===== config.mk =====
export PLATFORM = sky130hd
export DESIGN_NAME = skid_buffer
export DESIGN_NICKNAME = d
export VERILOG_FILES = /design/src/rtl/skid_pkg.sv /design/src/rtl/prev.sv /design/src/rtl/skid_buffer_ctrl.sv /design/src/rtl/skid_buffer.sv
export SDC_FILE = /design/constraint.sdc
export NUM_CORES = 1
export LEC_CHECK = 0
export BUFFER_PORTS_ARGS = -buffer_cell sky130_fd_sc_hd__buf_2
export CAP_MARGIN = 40
export CORE_MARGIN = 2
export CORE_UTILIZATION = 30
export DETAILED_ROUTE_END_ITERATION = 10
export PLACE_DENSITY = 0.55
export SETUP_SLACK_MARGIN = 0.3
export SYNTH_ARGS = -nofsm -noshare
export SYNTH_HDL_FRONTEND = slang
export SYNTH_SLANG_ARGS = --single-unit

===== constraint.sdc =====
create_clock -name clk -period 2.2 [get_ports clk]
set_clock_uncertainty 0.05 [all_clocks]
set_input_delay 0.11 -clock clk [delete_from_list [all_inputs] [get_ports clk]]
set_output_delay 0.11 -clock clk [all_outputs]
set_load 0.02 [all_outputs]

===== src/rtl/skid_pkg.sv =====
// Shared types for the two-entry skid buffer.
package skid_pkg;

    typedef enum logic [1:0] {
        EMPTY = 2'd0,
        BUSY  = 2'd1,
        FULL  = 2'd2
    } skid_state_t;

endpackage


===== src/rtl/prev.sv =====
// Enabled register primitive with selectable reset value.
module Prev #(
    parameter int WIDTH = 32,
    parameter int SAFE  = 0
) (
    input  logic             clk,
    input  logic             reset,
    input  logic             write_en,
    input  logic [WIDTH-1:0] d,
    output logic [WIDTH-1:0] q
);

    always_ff @(posedge clk) begin
        if (reset) begin
            q <= (SAFE != 0) ? '0 : 'x;
        end else if (write_en) begin
            q <= d;
        end
    end

endmodule


===== src/rtl/skid_buffer_ctrl.sv =====
// Occupancy FSM for the skid buffer; all handshake outputs decode from state only.
module skid_buffer_ctrl
    import skid_pkg::*;
(
    input  logic        clk,
    input  logic        reset,
    input  logic        in_valid,
    input  logic        out_ready,
    output logic        in_ready,
    output logic        out_valid,
    output logic [1:0]  count,
    output logic        main_en,
    output logic        main_sel,
    output logic        skid_en,
    output skid_state_t state_dbg
);

    // Handshake: a transfer happens on a rising clk edge when valid and ready
    // are both high; valid must hold with stable data until ready is seen.
    skid_state_t state, state_next;
    logic        in_fire, out_fire;

    assign in_ready  = (state != FULL);
    assign out_valid = (state != EMPTY);
    assign count     = state;
    assign state_dbg = state;
    assign in_fire   = in_valid & in_ready;
    assign out_fire  = out_valid & out_ready;

    always_ff @(posedge clk) begin
        if (reset) begin
            state <= EMPTY;
        end else begin
            state <= state_next;
        end
    end

    always_comb begin
        state_next = state;
        main_en    = 1'b0;
        main_sel   = 1'b0;
        skid_en    = 1'b0;
        case (state)
            EMPTY: begin
                if (in_fire) begin
                    state_next = BUSY;
                    main_en    = 1'b1;
                end
            end
            BUSY: begin
                if (in_fire && !out_fire) begin
                    state_next = FULL;
                    skid_en    = 1'b1;
                end else if (!in_fire && out_fire) begin
                    state_next = EMPTY;
                end else if (in_fire && out_fire) begin
                    main_en    = 1'b1;
                end
            end
            FULL: begin
                // Overflow entry moves up as the head leaves.
                if (out_fire) begin
                    state_next = BUSY;
                    main_en    = 1'b1;
                    main_sel   = 1'b1;
                end
            end
            default: state_next = EMPTY;
        endcase
    end

    illegal_state_a: assert property (@(posedge clk) disable iff (reset)
        state != skid_state_t'(2'd3));

endmodule


===== src/rtl/skid_buffer.sv =====
// Two-entry elastic buffer that registers both in_ready and out_valid.
module skid_buffer
    import skid_pkg::*;
#(
    parameter int WIDTH = 32,
    parameter int SAFE  = 0
) (
    input  logic             clk,
    input  logic             reset,
    input  logic             in_valid,
    output logic             in_ready,
    input  logic [WIDTH-1:0] in_data,
    output logic             out_valid,
    input  logic             out_ready,
    output logic [WIDTH-1:0] out_data,
    output logic [1:0]       count
);

    logic             main_en, main_sel, skid_en;
    logic [WIDTH-1:0] skid_q, main_d;
    skid_state_t      state_dbg;

    skid_buffer_ctrl u_ctrl (
        .clk       (clk),
        .reset     (reset),
        .in_valid  (in_valid),
        .out_ready (out_ready),
        .in_ready  (in_ready),
        .out_valid (out_valid),
        .count     (count),
        .main_en   (main_en),
        .main_sel  (main_sel),
        .skid_en   (skid_en),
        .state_dbg (state_dbg)
    );

    assign main_d = main_sel ? skid_q : in_data;

    Prev #(.WIDTH(WIDTH), .SAFE(SAFE)) u_main (
        .clk      (clk),
        .reset    (reset),
        .write_en (main_en),
        .d        (main_d),
        .q        (out_data)
    );

    Prev #(.WIDTH(WIDTH), .SAFE(SAFE)) u_skid (
        .clk      (clk),
        .reset    (reset),
        .write_en (skid_en),
        .d        (in_data),
        .q        (skid_q)
    );

endmodule


Word level (Yosys, flattened, before mapping)
Index checks and enable logic that the tools add are counted. Widths: inputs -> output; s select.

Bitwise operators: 2. Reduce and logical (&&, ||, !) cells: 10. Muxes and demuxes: 19. Equality and inequality tests: 6.

Operators by type and width (count): $mux 32 (5); $mux 1 (8); $mux 2 (4); $pmux 2 s3 (1); $reduce_bool 2->1 (3); $ne 2x1->1 const B (2); $logic_and 1x1->1 (3); $ne 3x1->1 const B (1); $pmux 1 s3 (1); $reduce_and 3->1 (1); $and 1x1->1 (2); $eq 2x1->1 const B (1); $eq 2x2->1 const B (1); $logic_not 1->1 (2); $logic_not 2->1 (1); $ne 2x2->1 const B (1).

Input bits: 36. Register bits: 66. Output and inout port bits: 36. Logic and storage cells: 40.

Depth between registers and ports, before layout
Depth in word-level cells: 9. Depth in mapped cells: 4. Mapped depth without buffers: 3.

Hierarchy
From an unflattened synthesis, not the netlist that was laid out.

Cells, all modules: 121. Area total of the unflattened synthesis: 2616.3 sq um.

Modules (own cells, without submodules): Prev (instances 2, area an instance 967.2 sq um, sequential area each 960.9 sq um, cells each 33); skid_buffer (instances 1, area an instance 544.3 sq um, sequential area each 0.0 sq um, cells each 36); skid_buffer_ctrl (instances 1, area an instance 137.6 sq um, sequential area each 40.0 sq um, cells each 19).

Worst setup path before layout
No wires, ideal clock.

Path kind: reg2reg. From: register u_ctrl.state[0] (netlist: u_ctrl.count[0]). To: register u_main.q[0], enable pin. Stages on the path, launching flop included: 5. Arrival: 1642 ps. Setup slack: -50 ps. Clock period less this slack: 2250 ps. Required time: 1592 ps. Path buffers: 1. Library setup time: 558 ps. Cells stage by stage: dfxtp_1 nor2b_4 nand2_4 buf_6 nand3b_1.

Cells in the longest elaborated chain, start to end: 8. Elaborated cells on any way between the ends: 19. Classes of those cells: eq/ne (3); mux (6); bitwise (2); reduce/logical (8).

Ends and longest elaborated chain: from (decl) (RTL line skid_buffer_ctrl.sv:20) `skid_state_t state, state_next;`; from (signal assigned) (RTL line skid_buffer_ctrl.sv:34) `state <= state_next;`; $ne 2x2->1 / $reduce_bool 2->1 (equally long branches) (RTL line skid_buffer_ctrl.sv:23, skid_buffer_ctrl.sv:24); $and 1x1->1 (on tied branches) (RTL line skid_buffer_ctrl.sv:27, skid_buffer_ctrl.sv:28); $logic_and 1x1->1 / $logic_not 1->1 (equally long branches) (RTL line skid_buffer_ctrl.sv:56, skid_buffer_ctrl.sv:54); $mux 1 / $logic_and 1x1->1 (equally long branches) (RTL line skid_buffer_ctrl.sv:56, skid_buffer_ctrl.sv:54); $mux 1 (RTL line skid_buffer_ctrl.sv:54) `end else if (!in_fire && out_fire) begin`; $mux 1 (RTL line skid_buffer_ctrl.sv:51) `if (in_fire && !out_fire) begin`; $pmux 1 s3 * (RTL line skid_buffer_ctrl.sv:43) `case (state)`; $reduce_bool 2->1 (no line) *; to (signal assigned) (RTL line prev.sv:15) `q <= (SAFE != 0) ? '0 : 'x;`; to (decl) (RTL line prev.sv:10) `output logic [WIDTH-1:0] q`.

Every way passes the cells marked *; elsewhere a longest branch is shown, timed or not. A chain may end at the register's enable or synchronous reset.

Worst setup path in the final report
From: input port out_ready. To: register u_ctrl.state[0] (netlist: u_ctrl.count[0]).

Cells in the longest elaborated chain, start to end: 5. Elaborated cells on any way between the ends: 9. Classes of those cells: eq/ne (2); mux (2); bitwise (1); reduce/logical (4).

Ends and longest elaborated chain: from (decl) (RTL line skid_buffer.sv:14) `input logic out_ready,`; $and 1x1->1 * (RTL line skid_buffer_ctrl.sv:28) `assign out_fire = out_valid & out_ready;`; $logic_not 1->1 (RTL line skid_buffer_ctrl.sv:51); $logic_and 1x1->1 (RTL line skid_buffer_ctrl.sv:51); $ne 3x1->1 (no line) / $mux 2 (equally long branches); $reduce_and 3->1 (no line) / $pmux 2 s3 (equally long branches).

Marks and branches as above.

==> metrics <==
Die Ht=roughly 96 um; root buf cell=clkbuf_8; port bufs=a little over 70; yosys warns=0; maximum fanout along the worst path=4; Area growth, synth to finish=42.4%; fin crit period=about 1.7 ns; fmax=between 500 and 600 MHz; vias in the first global route=around 1300; die width=just under 100 um; TritonCTS Buffers=9; Reg2Reg Setup Slack=around 0.50 ns; Initial Util=31.1%; vias per cell=between 4 and 5; Pre-Repair DR Iteration Count=5; Hold Path Stages=4; initial antenna violation count=0; total congestion overflow=0; Synthesized Nets=approximately 150; CTS tree=done; post-synthesis cell count=about 120; CTS H-tree depth=3; period utilization=about four fifths; mean area per synthesized cell=roughly 22 um2; worst slack, placed=about 0.5 ns; maxcap violations=0; # diodes=0; Met1 Wirelength=around 2.0 mm; CP Launch Type=input port; gpl congestion=between 0.7 and 0.8; DRT antenna net count=0; Worst-Margin Slew=around 0.46 ns; clock sink count=66; Worst slew margin=69.3%; Worst-path clk slew=about 0.07 ns; worst-case reg-to-reg path depth=4; die footprint=around 0.009 mm2; most frequent cells in the layout=buf_2, edfxtp_1, dlygate4sd3_1; largest area contributor in the netlist=edfxtp_1; Mapped Area=roughly 0.0026 mm2; wire per inst=13.0 um; post-DP HPWL=between 2 and 3 mm; unrepaired setup endpoints after global routing=false; max-slew violation count=0; share of cells above drive strength 1=53.4%; setup TNS=0 ns; worst hold path class=in -> reg; Synth area leaders=edfxtp_1, mux2_4, mux2_2, dfxtp_1, buf_6; Synth top area share=around 75%; FP Rows=33; Iter 0 DRT Violations=52; Worst R2R End=u_main.q[11]$_DFFE_PP_; hold path start=in_valid; final hold violation count=0; Setup CP Type=in -> reg; PnR worst setup slack=approximately 0.48 ns; leakage=about 1.5 nW; maximum VDD drop=0.370 mV; DR DRC count=0; maximum root-to-sink buffer count=2; Cell Pwr Density=a little over 800 mW/mm2; met2 wire length=around 2 mm; first-pass GRT wire length=approximately 6.6 mm; Hold Path Sink=u_ctrl.count[1]$_SDFFE_PP0P_; GR Util All Layers=10.1%; critical path launch point=out_ready; largest net degree at the start of global routing=33; Routed WL=~4.5 mm; Required @ worst endpoint=2.42 ns; Resize count post-CTS=0; Worst R2R Start=u_ctrl.count[1]$_SDFFE_PP0P_; sequential fraction of the synthesis area=between 70% and 80%; outcome=complete, no violations; IO Count=just over 70; CP Capture Type=flop; Final #Nets=roughly 270; Max Used Layer=met4; commonest non-fill, non-tap cell in the layout=buf_2; WL met3=between 300 and 400 um; Yosys reg bits=66; final setup vio count=0; Core ar.=0.00822 mm2; vias post-DR=around 1400; Worst Path Arrival=1.94 ns; Cell variety after synth=18; Worst-Skew Late Latency=~0.34 ns
layout make-up:
| class | count | area, um2 |
|---|---|---|
| Clock buffer | 11 | 131 |
| Clock inverter | 5 | 103 |
| Fill cell | 721 | 4580 |
| Inverter | 2 | 7.51 |
| Multi-Input combinational cell | 44 | 552 |
| Sequential cell | 66 | 1960 |
| Tap cell | 105 | 131 |
| Timing Repair Buffer | 110 | 748 |
cells in the mapped netlist (all sizes together):
master and n:
edfxtp 64, mux2 32, buf 3, dfxtp 2
inv 2, nand2 2, nor2b 2, a21oi 1
a31o 1, a31oi 1, nand2b 1, nand3b 1
nor3 1, or2 1, or3 1
sequential cells by signal, indices dropped and copies added (netlist names):
signal	count
u_main.q	32
u_ctrl.count	2
u_skid.q	32
stage by stage:
step           hold WS (ns)  std cells  cell area [um2]  total power, W  utilization (%)
3_5_place_dp          0.258        292             3050         0.00179             37.2
5_1_grt               0.221        343             3640         0.00314             44.3
2_1_floorplan         0.122        115             2560         0.00168                -
4_1_cts               0.186        343             3640         0.00305             44.3
3_3_place_gp          0.260        292             3050         0.00179             37.2
6_report              0.205        343             3640         0.00301             44.3
critical path, stage by stage:
cell and delay, ns:
dlygate4sd3_1 0.52, buf_2 0.15, nand2b_1 0.15, or3_1 0.30
a31oi_1 0.15, dlygate4sd3_1 0.55
power by group:
part           leakage [nW]  switching [W]  internal (W)
sequential            0.656      0.0000238       0.00148
combinational         0.779       0.000152      0.000151
clock                 0.114       0.000448      0.000752
timing repair:
item,CTS,global route
buffers inserted,0,0
endpoints found under the hold margin,34,0
hold buffers,35,0
worst max path at each step:
stage	endpoint
after floorplan	u_main.q[0]$_DFFE_PP_
after global placement	u_main.q[24]$_DFFE_PP_
after detailed placement	u_main.q[24]$_DFFE_PP_
after CTS	u_main.q[24]$_DFFE_PP_
after global routing	u_ctrl.count[0]$_SDFFE_PP0P_
final	u_ctrl.count[0]$_SDFFE_PP0P_
per-layer routing:
metal / track usage (%) / up-vias
met5: 0 / -
met4: 6.79 / 0
met3: 4.15 / 5
met2: 14.9 / 57
met1: 12.1 / 653
li1: - / 692
cell families (layout without fill, tap and decap cells):
logic type             Yosys count  after routing  synth area share [%]
AOI/OAI and AO/OA                3              3                 0.784
and+or+nand+nor                  9              9                  2.60
DFF                             66             66                  76.8
buffers and inverters            5            128                  1.62
muxes                           32             32                  18.2
No activity file was read; power rests on OpenSTA's default activity.
